File: config.mk
export PLATFORM = sky130hd
export DESIGN_NAME = product_accumulator_flat
export DESIGN_NICKNAME = d
export VERILOG_FILES = /design/src/rtl/booth_pkg.sv /design/src/rtl/product_accumulator_if.sv /design/src/rtl/product_accumulator_sat_add.sv /design/src/rtl/product_accumulator.sv /design/src/flat_wrapper.sv
export SDC_FILE = /design/constraint.sdc
export NUM_CORES = 1
export LEC_CHECK = 0
export CORE_ASPECT_RATIO = 1.1
export CORE_MARGIN = 10
export CORE_UTILIZATION = 45
export DETAILED_ROUTE_END_ITERATION = 8
export PLACE_DENSITY = 0.84
export SLEW_MARGIN = 25
export SYNTH_ARGS = -nofsm -noshare
export SYNTH_HDL_FRONTEND = slang
export SYNTH_SLANG_ARGS = --single-unit
File: constraint.sdc
create_clock -name clk -period 3.45 [get_ports clk]
set_clock_uncertainty 0.1 [all_clocks]
set_input_delay 0.5175 -clock clk [delete_from_list [all_inputs] [get_ports clk]]
set_output_delay 0.5175 -clock clk [all_outputs]
set_load 0.005 [all_outputs]
File: src/rtl/booth_pkg.sv
// Shared widths and state encoding for the booth multiply-accumulate path.
// Imported by the accumulator, its saturating adder and its interface.
package booth_pkg;

  localparam int PROD_W_DEF = 16;
  localparam int ACC_W_DEF  = 24;
  localparam int CNT_W_DEF  = 4;

  typedef enum logic [1:0] {
    IDLE  = 2'd0,
    ACCUM = 2'd1,
    HOLD  = 2'd2
  } acc_state_t;

endpackage

File: src/rtl/product_accumulator_if.sv
// Product stream in, burst result out, plus burst control.
// master drives start/len/products/acc_ready; slave is the accumulator.
interface product_accumulator_if
  import booth_pkg::*;
#(
  parameter int PROD_W = PROD_W_DEF,
  parameter int ACC_W  = ACC_W_DEF,
  parameter int CNT_W  = CNT_W_DEF
);

  logic              start;
  logic [CNT_W-1:0]  len;
  logic [PROD_W-1:0] prod;
  logic              prod_valid;
  logic              prod_ready;
  logic [ACC_W-1:0]  acc_out;
  logic              acc_valid;
  logic              acc_ready;
  logic              ovf;
  logic              busy;

  modport master (
    output start,
    output len,
    output prod,
    output prod_valid,
    input  prod_ready,
    input  acc_out,
    input  acc_valid,
    output acc_ready,
    input  ovf,
    input  busy
  );

  modport slave (
    input  start,
    input  len,
    input  prod,
    input  prod_valid,
    output prod_ready,
    output acc_out,
    output acc_valid,
    input  acc_ready,
    output ovf,
    output busy
  );

endinterface

File: src/rtl/product_accumulator_sat_add.sv
// Combinational two's-complement adder clamping to the ACC_W range.
// sat flags that the true sum did not fit.
module sat_add
  import booth_pkg::*;
#(
  parameter int ACC_W = ACC_W_DEF
) (
  input  logic [ACC_W-1:0] a,
  input  logic [ACC_W-1:0] b,
  output logic [ACC_W-1:0] y,
  output logic             sat
);

  localparam logic [ACC_W-1:0] MAXV =
    {1'b0, {(ACC_W-1){1'b1}}};
  localparam logic [ACC_W-1:0] MINV =
    {1'b1, {(ACC_W-1){1'b0}}};

  logic [ACC_W:0] sum;
  logic           pos_ovf;
  logic           neg_ovf;

  // One guard bit: top two bits differ exactly on overflow
  assign sum = {a[ACC_W-1], a}
             + {b[ACC_W-1], b};

  assign pos_ovf = ~sum[ACC_W] &  sum[ACC_W-1];
  assign neg_ovf =  sum[ACC_W] & ~sum[ACC_W-1];
  assign sat     = pos_ovf | neg_ovf;

  always_comb begin
    y = sum[ACC_W-1:0];
    unique case (1'b1)
      pos_ovf: y = MAXV;
      neg_ovf: y = MINV;
      default: y = sum[ACC_W-1:0];
    endcase
  end

endmodule

File: src/rtl/product_accumulator.sv
// Burst accumulator for booth products with saturation and a held
// result; one product per cycle, result held until acc_ready.
module product_accumulator
  import booth_pkg::*;
#(
  parameter int PROD_W = PROD_W_DEF,
  parameter int ACC_W  = ACC_W_DEF,
  parameter int CNT_W  = CNT_W_DEF
) (
  input logic                 clk,
  input logic                 rst,
  product_accumulator_if.slave bus
);

  acc_state_t       state;
  acc_state_t       state_n;
  logic [ACC_W-1:0] acc;
  logic [ACC_W-1:0] acc_n;
  logic [CNT_W-1:0] cnt;
  logic [CNT_W-1:0] cnt_n;
  logic             ovf;
  logic             ovf_n;

  logic [ACC_W-1:0] prod_ext;
  logic [ACC_W-1:0] sum;
  logic             sat;

  assign prod_ext = {{(ACC_W-PROD_W){bus.prod[PROD_W-1]}},
                     bus.prod};

  sat_add #(
    .ACC_W(ACC_W)
  ) u_sat (
    .a   (acc),
    .b   (prod_ext),
    .y   (sum),
    .sat (sat)
  );

  always_ff @(posedge clk or posedge rst) begin
    if (rst) begin
      state <= IDLE;
      acc   <= '0;
      cnt   <= '0;
      ovf   <= 1'b0;
    end else begin
      state <= state_n;
      acc   <= acc_n;
      cnt   <= cnt_n;
      ovf   <= ovf_n;
    end
  end

  always_comb begin
    state_n = state;
    acc_n   = acc;
    cnt_n   = cnt;
    ovf_n   = ovf;
    unique case (state)
      IDLE: begin
        if (bus.start) begin
          acc_n   = '0;
          ovf_n   = 1'b0;
          cnt_n   = bus.len;
          state_n = (bus.len == '0) ? HOLD : ACCUM;
        end
      end
      ACCUM: begin
        if (bus.prod_valid) begin
          acc_n = sum;
          ovf_n = ovf | sat;
          cnt_n = cnt - CNT_W'(1);
          if (cnt == CNT_W'(1)) state_n = HOLD;
        end
      end
      HOLD: begin
        if (bus.acc_ready) state_n = IDLE;
      end
      default: state_n = IDLE;
    endcase
  end

  // Handshake outputs decode straight from state so reset clears them at once
  assign bus.prod_ready = (state == ACCUM);
  assign bus.acc_valid  = (state == HOLD);
  assign bus.busy       = (state != IDLE);
  assign bus.acc_out    = acc;
  assign bus.ovf        = ovf;

endmodule

File: src/flat_wrapper.sv
// flat-port wrapper written by rule: the top's interface ports become plain ports
module product_accumulator_flat import booth_pkg::*;
#(
  parameter int PROD_W = PROD_W_DEF,
  parameter int ACC_W  = ACC_W_DEF,
  parameter int CNT_W  = CNT_W_DEF
)
  (clk, rst, bus_start, bus_len, bus_prod, bus_prod_valid, bus_prod_ready, bus_acc_out, bus_acc_valid, bus_acc_ready, bus_ovf, bus_busy);
  product_accumulator_if #(.PROD_W(PROD_W), .ACC_W(ACC_W), .CNT_W(CNT_W)) bus_i ();
  input logic clk;
  input logic rst;
  input wire logic [$bits(bus_i.start)-1:0] bus_start;
  input wire logic [$bits(bus_i.len)-1:0] bus_len;
  input wire logic [$bits(bus_i.prod)-1:0] bus_prod;
  input wire logic [$bits(bus_i.prod_valid)-1:0] bus_prod_valid;
  output wire logic [$bits(bus_i.prod_ready)-1:0] bus_prod_ready;
  output wire logic [$bits(bus_i.acc_out)-1:0] bus_acc_out;
  output wire logic [$bits(bus_i.acc_valid)-1:0] bus_acc_valid;
  input wire logic [$bits(bus_i.acc_ready)-1:0] bus_acc_ready;
  output wire logic [$bits(bus_i.ovf)-1:0] bus_ovf;
  output wire logic [$bits(bus_i.busy)-1:0] bus_busy;
  assign bus_i.start = bus_start;
  assign bus_i.len = bus_len;
  assign bus_i.prod = bus_prod;
  assign bus_i.prod_valid = bus_prod_valid;
  assign bus_prod_ready = bus_i.prod_ready;
  assign bus_acc_out = bus_i.acc_out;
  assign bus_acc_valid = bus_i.acc_valid;
  assign bus_i.acc_ready = bus_acc_ready;
  assign bus_ovf = bus_i.ovf;
  assign bus_busy = bus_i.busy;
  product_accumulator #(.PROD_W(PROD_W), .ACC_W(ACC_W), .CNT_W(CNT_W)) u_core (.clk(clk), .rst(rst), .bus(bus_i));
endmodule
==> flow_summary.yaml <==
route:
  wl_per_cell_um: 18.25
  drc: 0
  drt_wl_total_um: 9581
  ant_nets: 0
  drtPass1Iterations: 5
  vias: 3150
  via_per_inst: 6.000
  drtIter0Drc: 160
yosys:
  synth-edff-count: 0
  synth.net_count: 368
  avgSynthCellArea_um2: 8.385
  yosysTopAreaCell: "dfrtp_1"
  synth.most_common_cell: "a21oi_1"
  yosys_warnings: 0
  ys_ff_latch: 31
  synth-async-reset-ratio: 1.000
  postSynthCellCount: 315
  ys_seq_area_frac: 0.2937
  synth_area_leaders: "dfrtp_1 (29%), ha_1 (13%), a21oi_1 (7.6%), o21ai_0 (4.9%), nand2_1 (4.4%)"
  synth_ff_type: "dfrtp_1"
  synth_cell_type_count: 52
  synth_commonest_cells: "a21oi_1 (40), dfrtp_1 (31), nand2_1 (31)"
  syn_area_um2: 2641
  synth_top_area_frac: 0.2937
worst_setup_path:
  path_cells: "clkdlybuf4s50_1 -> ha_4 -> buf_4 -> nand2_1 -> nor2_2 -> o31ai_4 -> o21ai_2 -> a221oi_2 -> xnor2_1 -> ha_1 -> nor2_2 -> or2_4 -> or4_4 -> nand3_2"
  r2r_slack_ns: 0.16
  cp_max_fo: 4
  required_ns: 3.58
  crit_slowest_cell: "clkdlybuf4s50_1"
  endpoint_kind: "flop"
  r2r_end: "u_core.bus.acc_out[17]"
  cp_slowest_stage_delay_ns: 0.50
  cp_common_cell: "nor2_2"
  cp.arrival_ns: 3.55
  critPathLaunchType: "input port"
  reg2reg_depth: 13
  r2r-start: "u_core.bus.acc_out[1]"
  criticalPathCategory: "input port to flop"
final_layout:
  diodes: 0
  nFillCells: 422
  finalNetCount: 500
  drive_above_1_share: 0.3281
  multi_input_area_um2: 2043
  seqCellArea_um2: 777.0
  stdcell_area_um2: 4235
  syn2layout_area_growth_pct: 60.35
timing:
  final_max_slew_viol_count: 0
  period_share: 0.9912
  rsz0062_at_grt: "yes"
  tightest_slew_ns: 0.7032
  fmax_mhz: 292.4
  hold_violations: 0
  finalSetupTns_ns: 0
  setup_viol: 0
  whs_ns: 0.4237
  finalCriticalPeriod_ns: 3.420
  relSlewSlack: 0.5312
worst_hold_path:
  min-delay-start: "u_core.bus.acc_out[7]"
  hold_path_depth: 1
  hp-class: "flop to flop"
  hold_end: "u_core.bus.acc_out[7]"
floorplan:
  num_rows: 29
  fp.dieH_um: 100.4
  coreArea_um2: 5733
  fp.dieArea_um2: 9337
  die_width_um: 93.05
  io_pins: 53
  initial_core_util: 0.4607
outcome:
  status: "complete, no violations"
clock_network:
  cts-root-buf: "clkbuf_8"
  numCtsBuffers: 5
  cts_tree: "yes"
  clk_pin_slew_ns: 0.08
  cts.sinks: 31
  clock_latency_ns: 0.30
  cts_buffer_depth: 2
  htree_levels: 2
  cts_hold_buffers: 0
global_route:
  grt_antenna_before_repair: 0
  grt_use_total: 0.1906
  grt_max_degree: 37
  grt-ovfl-total: 0
  grt_pass1_wl_um: 14650
  grt_pass1_vias: 3102
power_and_ir_drop:
  p_total_mw: 3.903
  ir_drop_uv: 500.5
  combinationalPowerShare: 0.742
  p_seq_frac: 0.182
  leakage_nw: 1.982
  pwr_density_cell_nw_per_um2: 921.4
  p_sw_frac: 0.4493
  p_switching_mw: 1.754
  p_int_mw: 2.149
  power_frac_clock: 0.076
placement:
  dpl_cell_area_um2: 3810
  io_buffers: 52
  dp_hpwl_um: 6565
  gp_congestion: 0.9761
job:
  maxCapViolCount: 0
[stage by stage]
stage	std cells	setup WS (ns)	util
detailed placement	506	-0.4738	0.6646
finish	525	0.03035	0.7388
global route	525	-0.05674	0.7388
floorplan	315	0.002171	-
CTS	519	0.01006	0.7076
global placement	506	-0.3795	0.6646
[layout make-up]
cell class                 count  share of cell area
clock buffer                   5             0.01625
clock inverter                 3            0.004727
inverter                      10             0.01004
multi-input combinational    260              0.4824
sequential                    31              0.1835
tap                           77             0.02275
timing repair buffer         139              0.2804
[critical path, delay by kind of cell]
kind | cells | cell delay, ns
simple gates | 6 | 1.01
xor+xnor | 1 | 0.11
compound gates | 3 | 0.72
buf+inv | 2 | 0.64
fa+ha+maj | 2 | 0.52
[metal layers]
metal	vias to the layer above	global-route usage	share of wire
met5	-	0	0
met4	0	0.07007	0.044
met3	56	0.04851	0.066
met2	144	0.3357	0.51
met1	1528	0.2158	0.38
li1	1422	-	-
[cells by family after synthesis]
group / share of synthesized area
AOI/OAI and AO/OA: 0.3164
and+or+nand+nor: 0.1454
DFF: 0.2937
adders and majority gates: 0.1355
buffers and inverters: 0.04547
xor gates and xnor gates: 0.05969
muxes: 0.003790
[cells in the final DEF (no fill, tap or decap), drive strengths merged, types with 15 or more instances in the layout]
cell type      Yosys  layout
buf                5      87
clkdlybuf4s50      0      42
a21oi             40      40
nand2             32      32
dfrtp             31      31
o21ai             29      29
ha                27      27
nor2              25      25
a21o              15      15
[registers in the layout (all words and copies together) (netlist names)]
register and flops:
u_core.bus.acc_out 24, u_core.bus.ovf 1, u_core.cnt 4, u_core.state 2
[power by group through the flow]
stage / Combinational, mW / Clock [mW] / Sequential [mW]
after floorplan: 1.46 / 0 / 0.661
after global placement: 2.40 / 0 / 0.682
after detailed placement: 2.49 / 0 / 0.691
after CTS: 2.65 / 0.299 / 0.696
after global routing: 3.14 / 0.317 / 0.732
final: 2.89 / 0.297 / 0.711
[worst max path at each step]
stage / from / end / slack (ns) / cells past startpoint
floorplan: bus_prod[14] / u_core.bus.acc_out[17] / 0.002 / 16
global route: bus_prod[9] / u_core.bus.acc_out[17] / -0.06 / 14
detailed placement: bus_prod[1] / u_core.bus.acc_out[15] / -0.47 / 15
CTS: bus_prod[14] / u_core.bus.acc_out[17] / 0.01 / 15
global placement: bus_prod[1] / u_core.bus.acc_out[17] / -0.38 / 15
finish: bus_prod[13] / u_core.bus.acc_out[17] / 0.03 / 14
[timing repair]
item / 4_1_cts / 5_1_grt
gates resized for setup: 29 / 30
endpoints found under the setup margin: 18 / 22
setup buffers: 5 / 6
hold endpoints to repair: 0 / 0
pin swaps: 17 / 18
No activity file was read; power rests on OpenSTA's default activity.
